$ cat src/rtl/uart_prog_pkg.sv
// uart_prog_pkg: shared types and constants for the UART boot loader.
package uart_prog_pkg;
    typedef enum logic [2:0] {S_IDLE, S_LEN_LO, S_LEN_HI, S_DATA, S_WRITE, S_DONE, S_ERR} state_t;
    typedef enum logic [1:0] {R_IDLE, R_START, R_DATA, R_STOP} rx_state_t;
    localparam logic [7:0] SYNC_BYTE_DEF = 8'hA5;
    localparam logic REGION_INST = 1'b0;
    localparam logic REGION_DATA = 1'b1;
    localparam int ADR_W = 15;
    localparam int IDX_W = 14;
endpackage

$ cat src/rtl/uart_rx.sv
// uart_rx: 8N1 receiver with 2-flop synchroniser, mid-bit sampling and frame-error flag.
module uart_rx
    import uart_prog_pkg::*;
#(
    parameter int CLKS_PER_BIT = 87
) (
    input  logic       clk,
    input  logic       rst,
    input  logic       rx,
    output logic       byte_valid,
    output logic [7:0] data,
    output logic       frame_err
);
    localparam int CW = $clog2(CLKS_PER_BIT);
    localparam logic [CW-1:0] FULL = CW'(CLKS_PER_BIT - 1);
    localparam logic [CW-1:0] HALF = CW'(CLKS_PER_BIT / 2 - 1);

    rx_state_t state, state_n;
    logic [CW-1:0] cnt, cnt_n;
    logic [2:0] bits, bits_n;
    logic [7:0] data_n;
    logic s1, s2, s3, valid_n, ferr_n;

    always_ff @(posedge clk or negedge rst) begin
        if (!rst) begin
            {s1, s2, s3} <= 3'b111;
            state <= R_IDLE;
            cnt <= '0;
            bits <= '0;
            data <= '0;
            byte_valid <= 1'b0;
            frame_err <= 1'b0;
        end else begin
            {s1, s2, s3} <= {rx, s1, s2};
            state <= state_n;
            cnt <= cnt_n;
            bits <= bits_n;
            data <= data_n;
            byte_valid <= valid_n;
            frame_err <= ferr_n;
        end
    end

    // s3 is the previous synchronised value, so only a genuine high-to-low edge starts a frame
    always_comb begin
        state_n = state;
        cnt_n = cnt + 1'b1;
        bits_n = bits;
        data_n = data;
        valid_n = 1'b0;
        ferr_n = 1'b0;
        case (state)
            R_IDLE: begin
                cnt_n = '0;
                if (s3 && !s2) state_n = R_START;
            end
            R_START: if (cnt == HALF) begin
                cnt_n = '0;
                bits_n = '0;
                state_n = s2 ? R_IDLE : R_DATA;
            end
            R_DATA: if (cnt == FULL) begin
                cnt_n = '0;
                data_n = {s2, data[7:1]};
                bits_n = bits + 1'b1;
                if (bits == 3'd7) state_n = R_STOP;
            end
            R_STOP: if (cnt == FULL) begin
                state_n = R_IDLE;
                valid_n = s2;
                ferr_n = !s2;
            end
            default: state_n = R_IDLE;
        endcase
    end
endmodule

$ cat src/rtl/uart_programmer.sv
// uart_programmer: loads a length-prefixed instruction image then data image from UART
// into memory via single-cycle upg_* word writes.
module uart_programmer
    import uart_prog_pkg::*;
#(
    parameter int CLKS_PER_BIT = 87,
    parameter int MAX_WORDS = 16384,
    parameter logic [7:0] SYNC_BYTE = SYNC_BYTE_DEF
) (
    input  logic             clk,
    input  logic             rst,
    input  logic             rx_i,
    output logic             upg_clk_o,
    output logic             upg_wen_o,
    output logic [ADR_W-1:0] upg_adr_o,
    output logic [31:0]      upg_dat_o,
    output logic             upg_done_o,
    output logic             upg_err_o,
    output logic             busy_o
);
    state_t state, state_n, end_state;
    logic reg_sel, reg_sel_n, byte_valid, frame_err, last;
    logic [7:0] rx_data;
    logic [15:0] len, len_n, n_cnt;
    logic [IDX_W-1:0] idx, idx_n;
    logic [1:0] bcnt, bcnt_n;
    logic [31:0] word, word_n, dat_n;
    logic [ADR_W-1:0] adr_n;

    uart_rx #(.CLKS_PER_BIT(CLKS_PER_BIT)) u_rx (
        .clk(clk),
        .rst(rst),
        .rx(rx_i),
        .byte_valid(byte_valid),
        .data(rx_data),
        .frame_err(frame_err)
    );

    assign upg_clk_o = clk;
    assign upg_wen_o = state == S_WRITE;
    assign upg_done_o = state == S_DONE;
    assign upg_err_o = state == S_ERR;
    assign busy_o = state inside {S_LEN_LO, S_LEN_HI, S_DATA, S_WRITE};
    assign n_cnt = {rx_data, len[7:0]};
    assign last = 16'(idx) + 16'd1 == len;
    assign end_state = reg_sel == REGION_DATA ? S_DONE : S_LEN_LO;

    always_ff @(posedge clk or negedge rst) begin
        if (!rst) begin
            state <= S_IDLE;
            reg_sel <= REGION_INST;
            len <= '0;
            idx <= '0;
            bcnt <= '0;
            word <= '0;
            upg_adr_o <= '0;
            upg_dat_o <= '0;
        end else begin
            state <= state_n;
            reg_sel <= reg_sel_n;
            len <= len_n;
            idx <= idx_n;
            bcnt <= bcnt_n;
            word <= word_n;
            upg_adr_o <= adr_n;
            upg_dat_o <= dat_n;
        end
    end

    // Finishing a region always leaves reg_sel at DATA: from INST it advances, from DATA it stays.
    always_comb begin
        state_n = state;
        reg_sel_n = reg_sel;
        len_n = len;
        idx_n = idx;
        bcnt_n = bcnt;
        word_n = word;
        adr_n = upg_adr_o;
        dat_n = upg_dat_o;
        case (state)
            S_IDLE, S_DONE, S_ERR: if (byte_valid && rx_data == SYNC_BYTE) begin
                state_n = S_LEN_LO;
                reg_sel_n = REGION_INST;
            end
            S_LEN_LO: if (frame_err) state_n = S_ERR;
                else if (byte_valid) begin
                    len_n[7:0] = rx_data;
                    state_n = S_LEN_HI;
                end
            S_LEN_HI: if (frame_err) state_n = S_ERR;
                else if (byte_valid) begin
                    len_n[15:8] = rx_data;
                    idx_n = '0;
                    bcnt_n = '0;
                    reg_sel_n = n_cnt == 16'd0 ? REGION_DATA : reg_sel;
                    state_n = n_cnt > 16'(MAX_WORDS) ? S_ERR : n_cnt == 16'd0 ? end_state : S_DATA;
                end
            S_DATA: if (frame_err) state_n = S_ERR;
                else if (byte_valid) begin
                    word_n = {rx_data, word[31:8]};
                    bcnt_n = bcnt + 1'b1;
                    if (bcnt == 2'd3) begin
                        adr_n = {reg_sel, idx};
                        dat_n = {rx_data, word[31:8]};
                        state_n = S_WRITE;
                    end
                end
            S_WRITE: begin
                idx_n = idx + 1'b1;
                reg_sel_n = last ? REGION_DATA : reg_sel;
                state_n = last ? end_state : S_DATA;
            end
            default: state_n = S_IDLE;
        endcase
    end
endmodule

$ cat config.mk
export PLATFORM = sky130hd
export DESIGN_NAME = uart_programmer
export DESIGN_NICKNAME = d
export VERILOG_FILES = /design/src/rtl/uart_prog_pkg.sv /design/src/rtl/uart_rx.sv /design/src/rtl/uart_programmer.sv
export SDC_FILE = /design/constraint.sdc
export NUM_CORES = 1
export LEC_CHECK = 0
export BUFFER_PORTS_ARGS = -buffer_cell sky130_fd_sc_hd__buf_2
export CAP_MARGIN = 5
export CORE_ASPECT_RATIO = 0.9
export CORE_MARGIN = 2
export CORE_UTILIZATION = 60
export CTS_BUF_LIST = sky130_fd_sc_hd__clkbuf_16
export DETAILED_ROUTE_END_ITERATION = 10
export PLACE_DENSITY_LB_ADDON = 0.12
export SLEW_MARGIN = 30
export SYNTH_ARGS = -nofsm -noshare
export SYNTH_HDL_FRONTEND = slang
export SYNTH_SLANG_ARGS = --single-unit
$ cat constraint.sdc
create_clock -name clk -period 6 [get_ports clk]
set_clock_uncertainty 0.05 [all_clocks]
set_input_delay 0 -clock clk [delete_from_list [all_inputs] [get_ports clk]]
set_output_delay 0 -clock clk [all_outputs]
set_load 0.05 [all_outputs]
==> impl_metrics.toml <==
[critical_path]
cp-start-kind = "clock port"
worstPathMaxFanout = 2
cp-end-kind = "primary output"
r2r-end = "upg_dat_o[10]"
required_ns = 5.95
arrival_ns = 3.45
worst_r2r_startpoint = "state[2]"
reg2reg_slack_ns = 3.10
rr_worst_depth = 5
worstSetupPathType = "clock port to primary output"

[layout]
drive_above_1_share_pct = 30.8
area_growth_pct = 17.0
n_fill_cell = 666
seqCellArea_mm2 = 0.00331
fin_nets = 599
multi_input_area_mm2 = 0.00255
n_antenna_cell = 0
postLayoutCellArea_mm2 = 0.00704

[route]
routed_wl_mm = 12.5
vias_per_cell = 5.80
drc_errors = 0
drt_iter0_markers = 279
antenna_left = 0
firstDrtPassIters = 7
routedWlPerCell_um = 17.3
vias = 4200

[synthesis]
netlist.area_leader.share_pct = 53.7
syn-num-nets = 544
yosysWarnings = 0
ys_types = 56
yosysSeqAreaShare_pct = 55.0
synth_top_area_cell = "dfrtp_1"
ys_seq_elements = 132
netlist_instances = 530
synth_edf_count = 0
synthFlopType = "dfrtp_1"
synth.avg_cell_area_um2 = 11.4
synth.most_common_cell = "dfrtp_1"
synth_common_cells = "dfrtp_1, nand2_1, mux2_2"
ys_top_cells_by_area = "dfrtp_1, mux2_2, nand2_1, xnor2_1, o21ai_0"
synthesis.area_mm2 = 0.00602
synthArstFlopShare_pct = 100

[place]
place_hpwl_mm = 7.89
port_buffers = 54
placed_area_mm2 = 0.00636
place.gp.congestion = 0.871

[grt]
grt_max_degree = 77
grt_overflow_total = 0
grt_pass1_wl_mm = 21.1
antenna_found_initial = 0
grt_pass1_vias = 4223
track_usage_pct = 25.7

[run]
cap_violations = 0

[clock_tree]
tritoncts = "built"
cts_setup_buffers = 0
insertion_delay_ns = 0.53
cts.clk_slew.worst_paths_ns = 0.06

[power_and_ir_drop]
p_leak_nw = 3.63
p_per_area_mw_per_mm2 = 312
irDropWorstVdd_mv = 0.331

[worst_hold_path]
hp-class = "input port to async pin"

[sta]
hold_viol = 4
setup-violations-final = 0
rsz0062_at_grt = "false"
fin_tns_setup_ns = 0
holdWs_ns = -0.0117
relSlewSlack_pct = 37.4
tightest_slew_ns = 0.935
slew_viol_final = 0

[status]
outcome = "finished with violations"
violations = "negative hold slack"

[die]
io_pins = 55
num_rows = 34
die_y_um = 99.0
core_mm2 = 0.00970
die_w_um = 110
die_area_mm2 = 0.0108
start_util_pct = 62.0
[kinds of logic (layout without fill, tap and decap cells)]
logic type      after synthesis  in the layout  share of synthesized area [%]
simple gates                183            183                           15.3
flops                       132            132                           55.0
mux                          77             77                           14.4
compound gates               62             62                           6.45
buf+inv                      38            106                           2.70
xor+xnor                     27             27                           3.93
fa+ha+maj                    11             11                           2.29
[per-stage QoR]
step	hold slack, ns	cells	setup slack, ns	total power (W)	utilization (%)
2_1_floorplan	-0.346	530	2.78	0.00106	-
3_5_place_dp	0.0606	687	2.76	0.00110	65.6
6_report	-0.0117	724	2.50	0.00220	72.6
4_1_cts	0.0557	724	2.50	0.00221	72.5
3_3_place_gp	0.0556	687	2.76	0.00109	65.5
5_1_grt	0.0753	724	2.49	0.00227	72.6
[worst max path at each step]
stage,from,endpoint,cells past startpoint
after CTS,clk,upg_clk_o,3
after global routing,clk,upg_clk_o,3
after global placement,clk,upg_clk_o,1
after floorplan,clk,upg_clk_o,1
final,clk,upg_clk_o,3
after detailed placement,clk,upg_clk_o,1
[report_power, final]
group	internal [W]	switching, W	leakage, nW
Combinational	0.0000397	0.0000824	1.50
Clock	0.000702	0.000438	0.305
Sequential	0.000913	0.0000210	1.83
[per-layer routing]
layer | wire, um | GRT usage (%) | vias up
met5 | 0 | 0 | -
met2 | 5970 | 37.9 | 134
met4 | 244 | 11.6 | 0
met1 | 5690 | 36.4 | 2086
met3 | 641 | 6.15 | 25
li1 | - | - | 1955
[worst max-delay path: stages]
cell       delay (ns)
clkbuf_16        0.12
clkbuf_16        0.13
buf_2            0.20
[layout by cell type (no fill, tap or decap), types with 4 or more instances in the layout]
cell type | synthesis | final
a21oi_1 | 7 | 7
and3_1 | 6 | 6
buf_2 | 9 | 53
clkbuf_16 | 0 | 20
clkinvlp_4 | 0 | 6
dfrtp_1 | 129 | 129
ha_1 | 11 | 11
inv_1 | 10 | 10
inv_6 | 0 | 4
mux2_2 | 76 | 76
nand2_1 | 84 | 83
nand2b_1 | 5 | 5
nand3_1 | 13 | 13
nand3b_1 | 4 | 4
nand4_1 | 7 | 7
nor2_1 | 30 | 30
nor3_1 | 6 | 6
nor4_1 | 5 | 5
o21ai_0 | 30 | 30
o31ai_1 | 7 | 7
xnor2_1 | 22 | 22
xor2_1 | 5 | 5
[timing repair]
item	CTS	global route
hold buffers	2	0
hold endpoints to repair	73	0
resized for setup	0	0
[cell type report]
type | instances | area share, %
Clock inverter | 15 | 2.22
Inverter | 12 | 0.640
Timing Repair Buffer | 58 | 4.46
Sequential cell | 132 | 47.0
Clock buffer | 21 | 7.18
Tap cell | 126 | 2.24
Multi-Input combinational cell | 360 | 36.3
[sequential cells by signal, indices dropped and copies added (netlist names), named ones only]
register         count
idx                 14
u_rx.state           1
reg_sel              1
u_rx.s3              1
word                24
state                3
upg_adr_o           15
u_rx.data            8
u_rx.byte_valid      1
len                 16
upg_dat_o           32
u_rx.s1              1
u_rx.cnt             7
u_rx.s2              1
u_rx.bits            3
bcnt                 2
u_rx.frame_err       1
Power figures use the tool's default switching activity.
